--- config.mk ---
export PLATFORM = sky130hd
export DESIGN_NAME = signed_seq_divider_flat
export DESIGN_NICKNAME = d
export VERILOG_FILES = /design/src/rtl/signed_seq_divider_if.sv /design/src/rtl/signed_seq_divider.sv /design/src/flat_wrapper.sv
export SDC_FILE = /design/constraint.sdc
export NUM_CORES = 1
export LEC_CHECK = 0
export CAP_MARGIN = 5
export CORE_MARGIN = 5
export CORE_UTILIZATION = 56
export DETAILED_ROUTE_END_ITERATION = 10
export PLACE_DENSITY = 0.8
export SLEW_MARGIN = 20
export SYNTH_ARGS = -nofsm -noshare
export SYNTH_HDL_FRONTEND = slang
export SYNTH_SLANG_ARGS = --single-unit
--- constraint.sdc ---
create_clock -name clk -period 2.6 [get_ports clk]
set_input_delay 0.65 -clock clk [delete_from_list [all_inputs] [get_ports clk]]
set_output_delay 0.65 -clock clk [all_outputs]
set_load 0.03 [all_outputs]
--- src/rtl/signed_seq_divider_if.sv ---
// Operand/result bundle for the signed sequential divider.
// The master side drives start and operands; the slave returns results and status.
interface signed_seq_divider_if #(
    parameter int N = 6,
    parameter int W = 2 * N
);
    logic         start;
    logic [W-1:0] dividend;
    logic [N-1:0] divisor;
    logic [N-1:0] quotient;
    logic [N-1:0] remainder;
    logic         overflow;
    logic         busy;
    logic         done;

    modport master (
        output start, dividend, divisor,
        input  quotient, remainder, overflow, busy, done
    );

    modport slave (
        input  start, dividend, divisor,
        output quotient, remainder, overflow, busy, done
    );
endinterface

--- src/rtl/signed_seq_divider.sv ---
// Signed 2N-by-N radix-2 restoring divider, one quotient bit per clock.
// Fixed latency regardless of operands; overflow and divide-by-zero zero the results.
module signed_seq_divider #(
    parameter int INPUT_WIDTH    = 6,
    parameter int DIVIDEND_WIDTH = 12
) (
    input logic                 clk,
    input logic                 rst,
    signed_seq_divider_if.slave bus
);
    localparam int N  = INPUT_WIDTH;
    localparam int W  = DIVIDEND_WIDTH;
    localparam int CW = $clog2(W + 1);

    localparam logic [CW-1:0] LAST     = CW'(W - 1);
    localparam logic [W-1:0]  QMAX_POS = W'((1 << (N - 1)) - 1);
    localparam logic [W-1:0]  QMAX_NEG = W'(1 << (N - 1));

    typedef enum logic [1:0] {
        IDLE,
        CALC,
        FIX,
        DONE
    } state_t;

    state_t        state_q, state_d;
    logic [CW-1:0] cnt_q, cnt_d;
    logic [W-1:0]  quo_q, quo_d;
    logic [N-1:0]  rem_q, rem_d;
    logic [N-1:0]  dvs_q, dvs_d;
    logic          qneg_q, qneg_d;
    logic          rneg_q, rneg_d;
    logic [N-1:0]  qout_q, qout_d;
    logic [N-1:0]  rout_q, rout_d;
    logic          ovf_q, ovf_d;

    logic [N:0]    part;
    logic          fits;
    logic [N-1:0]  sub;
    logic [W-1:0]  qlim;
    logic          ovf_c;

    always_comb begin
        state_d = state_q;
        cnt_d   = cnt_q;
        quo_d   = quo_q;
        rem_d   = rem_q;
        dvs_d   = dvs_q;
        qneg_d  = qneg_q;
        rneg_d  = rneg_q;
        qout_d  = qout_q;
        rout_d  = rout_q;
        ovf_d   = ovf_q;

        // quo_q starts as the dividend magnitude and fills with quotient bits
        part  = {rem_q, quo_q[W-1]};
        fits  = part >= {1'b0, dvs_q};
        sub   = part[N-1:0] - dvs_q;
        qlim  = qneg_q ? QMAX_NEG : QMAX_POS;
        ovf_c = (dvs_q == '0) || (quo_q > qlim);

        unique case (state_q)
            IDLE: begin
                if (bus.start) begin
                    state_d = CALC;
                    cnt_d   = '0;
                    rem_d   = '0;
                    quo_d   = bus.dividend[W-1] ? -bus.dividend
                                                : bus.dividend;
                    dvs_d   = bus.divisor[N-1] ? -bus.divisor
                                               : bus.divisor;
                    qneg_d  = bus.dividend[W-1] ^ bus.divisor[N-1];
                    rneg_d  = bus.dividend[W-1];
                end
            end
            CALC: begin
                if (fits) begin
                    rem_d = sub;
                    quo_d = {quo_q[W-2:0], 1'b1};
                end else begin
                    rem_d = part[N-1:0];
                    quo_d = {quo_q[W-2:0], 1'b0};
                end
                cnt_d = cnt_q + CW'(1);
                if (cnt_q == LAST) begin
                    state_d = FIX;
                end
            end
            FIX: begin
                state_d = DONE;
                if (ovf_c) begin
                    ovf_d  = 1'b1;
                    qout_d = '0;
                    rout_d = '0;
                end else begin
                    ovf_d  = 1'b0;
                    qout_d = qneg_q ? -quo_q[N-1:0] : quo_q[N-1:0];
                    rout_d = rneg_q ? -rem_q : rem_q;
                end
            end
            DONE: begin
                state_d = IDLE;
            end
            default: begin
                state_d = IDLE;
            end
        endcase
    end

    always_ff @(posedge clk or negedge rst) begin
        if (!rst) begin
            state_q <= IDLE;
            cnt_q   <= '0;
            quo_q   <= '0;
            rem_q   <= '0;
            dvs_q   <= '0;
            qneg_q  <= 1'b0;
            rneg_q  <= 1'b0;
            qout_q  <= '0;
            rout_q  <= '0;
            ovf_q   <= 1'b0;
        end else begin
            state_q <= state_d;
            cnt_q   <= cnt_d;
            quo_q   <= quo_d;
            rem_q   <= rem_d;
            dvs_q   <= dvs_d;
            qneg_q  <= qneg_d;
            rneg_q  <= rneg_d;
            qout_q  <= qout_d;
            rout_q  <= rout_d;
            ovf_q   <= ovf_d;
        end
    end

    assign bus.quotient  = qout_q;
    assign bus.remainder = rout_q;
    assign bus.overflow  = ovf_q;
    assign bus.busy      = (state_q != IDLE);
    assign bus.done      = (state_q == DONE);
endmodule

--- src/flat_wrapper.sv ---
// flat-port wrapper written by rule: the top's interface ports become plain ports
module signed_seq_divider_flat 
#(
    parameter int INPUT_WIDTH    = 6,
    parameter int DIVIDEND_WIDTH = 12
)
  (clk, rst, bus_start, bus_dividend, bus_divisor, bus_quotient, bus_remainder, bus_overflow, bus_busy, bus_done);
  signed_seq_divider_if #(.N((6)), .W((2 * (6)))) bus_i ();
  input logic clk;
  input logic rst;
  input wire logic [$bits(bus_i.start)-1:0] bus_start;
  input wire logic [$bits(bus_i.dividend)-1:0] bus_dividend;
  input wire logic [$bits(bus_i.divisor)-1:0] bus_divisor;
  output wire logic [$bits(bus_i.quotient)-1:0] bus_quotient;
  output wire logic [$bits(bus_i.remainder)-1:0] bus_remainder;
  output wire logic [$bits(bus_i.overflow)-1:0] bus_overflow;
  output wire logic [$bits(bus_i.busy)-1:0] bus_busy;
  output wire logic [$bits(bus_i.done)-1:0] bus_done;
  assign bus_i.start = bus_start;
  assign bus_i.dividend = bus_dividend;
  assign bus_i.divisor = bus_divisor;
  assign bus_quotient = bus_i.quotient;
  assign bus_remainder = bus_i.remainder;
  assign bus_overflow = bus_i.overflow;
  assign bus_busy = bus_i.busy;
  assign bus_done = bus_i.done;
  signed_seq_divider #(.INPUT_WIDTH(INPUT_WIDTH), .DIVIDEND_WIDTH(DIVIDEND_WIDTH)) u_core (.clk(clk), .rst(rst), .bus(bus_i));
endmodule
* Word level (Yosys, flattened, before mapping)
Cells that the tools add are included.
** Cells by class
- $add $sub $neg :: 6
- Order comparisons :: 2
- Equal/unequal tests :: 6
- Multiplexer cells :: 19
- Bitwise gates (word level) :: 1
- Reduce and logical (&&, ||, !) cells :: 8
** Operators by type and width (count)
- 2-to-1 mux 6 bit :: 8
- 2-to-1 mux 12 bit :: 2
- case mux 12 bit (2 select lines) :: 1
- negation 6 bit :: 3
- > comparator 12 x 6 -> 1 bit :: 1
- negation 12 bit :: 1
- case mux 6 bit (2 select lines) :: 1
- case mux 2 bit (4 select lines) :: 1
- case mux 4 bit (2 select lines) :: 1
- >= comparator 7 x 6 -> 1 bit :: 1
- logical NOT 6 bit :: 1
- AND reduction 2 bit :: 3
- subtractor 6 bit :: 1
- adder 4 x 1 -> 4 bit, second input constant :: 1
- equality test 2 bit, second input constant :: 2
- equality test 4 bit, second input constant :: 1
- 2-to-1 mux 2 bit :: 2
- 2-to-1 mux 4 bit :: 1
- nonzero test 2 bit :: 2
- equality test 2 x 1 -> 1 bit, second input constant :: 1
- logical NOT 2 bit :: 1
- 2-to-1 mux 1 bit :: 2
- inequality test 2 x 1 -> 1 bit, second input constant :: 1
- inequality test 2 bit, second input constant :: 1
- 2 further kinds :: 2
** Storage, ports and cells
- Bits in registers :: 45
- Output and inout port bits :: 15
- Logic and storage cells :: 52

* Logic depth before layout (Yosys ltp)
- Depth in word-level cells :: 4
- Mapped depth :: 9

* Least setup slack after synthesis
OpenSTA, ideal clock, no wires.
- Kind :: register to register
- Start point :: register u_core.rem_q[1]
- End point :: register u_core.rem_q[5]
- Data arrival time :: 1.862 ns
- Slack :: 0.643 ns
- Stages on the path, launching flop included :: 7
- Buffers on the path :: 0
- Clock period less this slack :: 1.957 ns
- Cell sequence :: dfrtp_1 ha_1 or2_2 o211ai_1 or4b_1 o311a_1 o31ai_1
** On the way
- Cells in the longest elaborated chain, start to end :: 3
- Elaborated cells on any way between the ends :: 4
- Those cells by class :: add/sub: 1; order compare: 1; mux: 2
** Ends and longest elaborated chain
- start, declared :: RTL line signed_seq_divider.sv:29 : logic [N-1:0] rem_q, rem_d;
- start signal, assigned :: RTL line signed_seq_divider.sv:126 : rem_q <= rem_d;
- subtractor 6 bit / >= comparator 7 x 6 -> 1 bit (equally long branches) :: RTL line signed_seq_divider.sv:58, signed_seq_divider.sv:57
- 2-to-1 mux 6 bit * :: RTL line signed_seq_divider.sv:77 : if (fits) begin
- case mux 6 bit (2 select lines) * :: RTL line signed_seq_divider.sv:62 : unique case (state_q)
Mark *: on every way between the ends. The rest lies on a longest branch, timed or not.
A chain may end at the register's enable or synchronous reset.

* Worst setup path after layout
- Start point :: register u_core.state_q[0]
- End point :: output port bus_busy
** On the way
- Cells in the longest elaborated chain, start to end :: 1
** Ends and longest elaborated chain
- start, declared :: RTL line signed_seq_divider.sv:26 : state_t state_q, state_d;
- start signal, assigned :: RTL line signed_seq_divider.sv:123 : state_q <= state_d;
- nonzero test 2 bit :: RTL line signed_seq_divider.sv:139 : assign bus.busy = (state_q != IDLE);
- end, declared :: RTL line flat_wrapper.sv:17 : output wire logic [$bits(bus_i.busy)-1:0] bus_busy;
No other way between the ends.

==> run summary <==
Outcome: complete, no violations
Commonest non-fill, non-tap cell in the layout: dfrtp_1
CP max FO: 6
Register Area: 0.00113 sq mm
Total power: 3.64 mW
Final setup violation count: 0
Peak Freq: 402 MHz
Critical path endpoint category: output pin
Final hold slack: 0.252 ns
Slew HR: 55.5%
CP required: 1.95 ns
Max_cap viols: 0
Sequential share of power: 31.6%
Initial Utilization: 57.0%
Most frequent cells in the layout: dfrtp_1, nand2_1, clkdlybuf4s50_1, o21ai_0, inv_1
Number of synthesized flops with an enable pin: 0
Vias in the first global route: 2,355
PwrDens: 1070 mW/mm^2
DP HPWL: 4860 um
Setup Fix Bufs, Post-CTS: 0
ANT nets after route: 0
Drt pass-1 iters: 4
Final Slew Violations: 0
Switching Share: 45.4%
Synthesized area per cell: 9.07 sq um
Type of the most critical hold path: in -> async
Filler cells: 436
Largest net degree at the start of global routing: 20
TritonCTS Buffers: 5
Num rows: 26
Count of different cell masters after synthesis: 51
Mapped cell area: 0.00288 sq mm
Wirelength per Cell: 14.6 um
H-tree depth: 2
Uppermost layer routed: met4
Die height: 81.7 um
GP Congestion: 0.812
GRT Overall Usage: 20.5%
Die W: 81.7 um
Worst EP arrival: 1.83 ns
Synth-to-Final Area Change: 18.5%
Routed via count: 2,406
Reg clk slew, reported paths: 0.09 ns
Cell count after synthesis: 317
Met1 WL: 2800 um
Later-pin clock latency in the skew report: 0.29 ns
Core ar.: 0.00504 sq mm
CP Launch Type: flip-flop
Drt initial violations: 118
Fin crit period: 2.48 ns
Leak: 1.52 nW
Io pins: 36
Net switching power: 1.65 mW
Met2 Routed Length: 3150 um
Met3 routed WL: 218 um
Clk_skew: 0.00340 ns
Die area: 0.00667 sq mm
CTS tree: done
Synth warn: 0
Port buffer count: 35
Mapped Nets: 360
Post-cts resize count: 0
Longest Clk Path Bufs: 2
Antenna violations before repair: 0
Ant diodes: 0
Post-route setup TNS: 0 ns
R2R setup slack: 0.35 ns
Yosys reg bits: 45
Clock sink total: 45
Via/cell ratio: 5.63
Clock power frac: 11.8%
Seq/Total Area, Yosys: 39.1%
Slew @ Worst Pin: 0.660 ns
Final hold viol count: 0
Cts hold-fix bufs: 0
Internal power: 1.99 mW
Post-Route WL: 6250 um
Crit share post-route: 95.6%
Clock Tree Root: clkbuf_8
Worst setup path category: reg -> out
Nets: 399
Grt ovf: 0
Post-synth ARST share: 100%
Combinational power share: 56.6%
VDD IR-drop max: 0.814 mV
Top_reg_cell synth: dfrtp_1
RSZ-0062 raised after global routing: false
DRC Markers: 0
Layout cells sized above 1: 6.16%
First-pass GRT wire length: 10,700 um
Multi-input logic area: 0.00162 sq mm
synthesized netlist by cell type, drive strengths merged (2+ instances only):
library cell  instances  area [sq um]
o21ai                35           175
clkbuf                7          26.3
and3                  2          12.5
or2                   2          12.5
nand2                35           131
dfrtp                45          1130
o31ai                 9          67.6
nand4                 3          18.8
or3                   5          31.3
xor2                 12           105
nor3                  4          20.0
ha                   21           263
inv                  23          86.3
nor2b                 7          43.8
mux2i                10           100
a21o                  2          15.0
nor2                 20          75.1
or4                   2          18.8
nor4                  3          18.8
xnor2                11          96.3
a21oi                14          70.1
buf                   3          13.8
nand3                 4          20.0
o2bb2ai               5          43.8
nand2b                3          18.8
a22o                  6          52.6
o41ai                 2          25.0
o22ai                 3          18.8
a31oi                 2          12.5
power by group through the flow:
stage	logic [mW]	registers (mW)	clock network, mW
after floorplan	1.58	1.09	0
final	2.06	1.15	0.429
after detailed placement	2.04	1.16	0
after CTS	2.07	1.14	0.436
after global routing	2.34	1.18	0.466
after global placement	1.98	1.15	0
per-stage QoR:
stage	instance area [sq um]	std cells	worst slack (ns)	utilization, %
finish	3410	427	0.115	67.6
global route	3410	427	0.0356	67.6
CTS	3410	427	0.126	67.6
detailed placement	3320	419	0.00608	65.9
global placement	3320	419	0.102	65.9
floorplan	2880	317	0.643	-
per-layer routing:
metal	global-route usage, %	up-vias
li1	-	1200
met1	26.2	1150
met2	35.9	47
met3	3.18	9
met4	5.65	0
met5	0	-
cell families after synthesis:
logic type	after synthesis	share of synthesized area (%)
multiplexers	11	3.87
flip-flops	45	39.1
AND/OR/NAND/NOR	94	15.9
AO/OA/AOI/OAI	88	19.7
buffers and inverters	34	4.52
XOR/XNOR	23	7.00
adder cells (fa/ha/maj)	22	9.83
worst max-delay path, stage by stage (launching register included):
cell and delay, ns:
dfrtp_1 0.42, inv_1 0.09, ha_1 0.27, inv_1 0.10
clkdlybuf4s50_1 0.67
worst paths after layout:
| kind | from | cells past startpoint | to |
|---|---|---|---|
| worst min register to register | u_core.bus.remainder[5]$_DFFE_PN0P_ | 2 | u_core.bus.remainder[5]$_DFFE_PN0P_ |
| worst min-delay path | rst | 1 | u_core.bus.remainder[3]$_DFFE_PN0P_ |
| min in group clk | u_core.bus.remainder[5]$_DFFE_PN0P_ | 2 | u_core.bus.remainder[5]$_DFFE_PN0P_ |
| max in group asynchronous | rst | 2 | u_core.quo_q[2]$_DFFE_PN0P_ |
| worst max register to register | u_core.rem_q[1]$_DFFE_PN0P_ | 6 | u_core.rem_q[1]$_DFFE_PN0P_ |
| worst max-delay path | u_core.state_q[0]$_DFFE_PN0P_ | 4 | bus_busy |
final cells by class:
cell class              instances  area share [%]
clock inverters                 3           0.514
inverters                      24            2.64
clock buffers                   5            2.02
multi-input cells             238            47.5
flip-flops and latches         45            33.0
well taps                      70            2.57
repair buffers                 42            11.7
flip-flops by register name, indices dropped and copies added, names as in the netlist, 2 cells and up:
| name | count |
|---|---|
| u_core.bus.quotient | 6 |
| u_core.state_q | 2 |
| u_core.quo_q | 12 |
| u_core.cnt_q | 4 |
| u_core.dvs_q | 6 |
| u_core.rem_q | 6 |
| u_core.bus.remainder | 6 |
No activity file was read; power rests on OpenSTA's default activity.
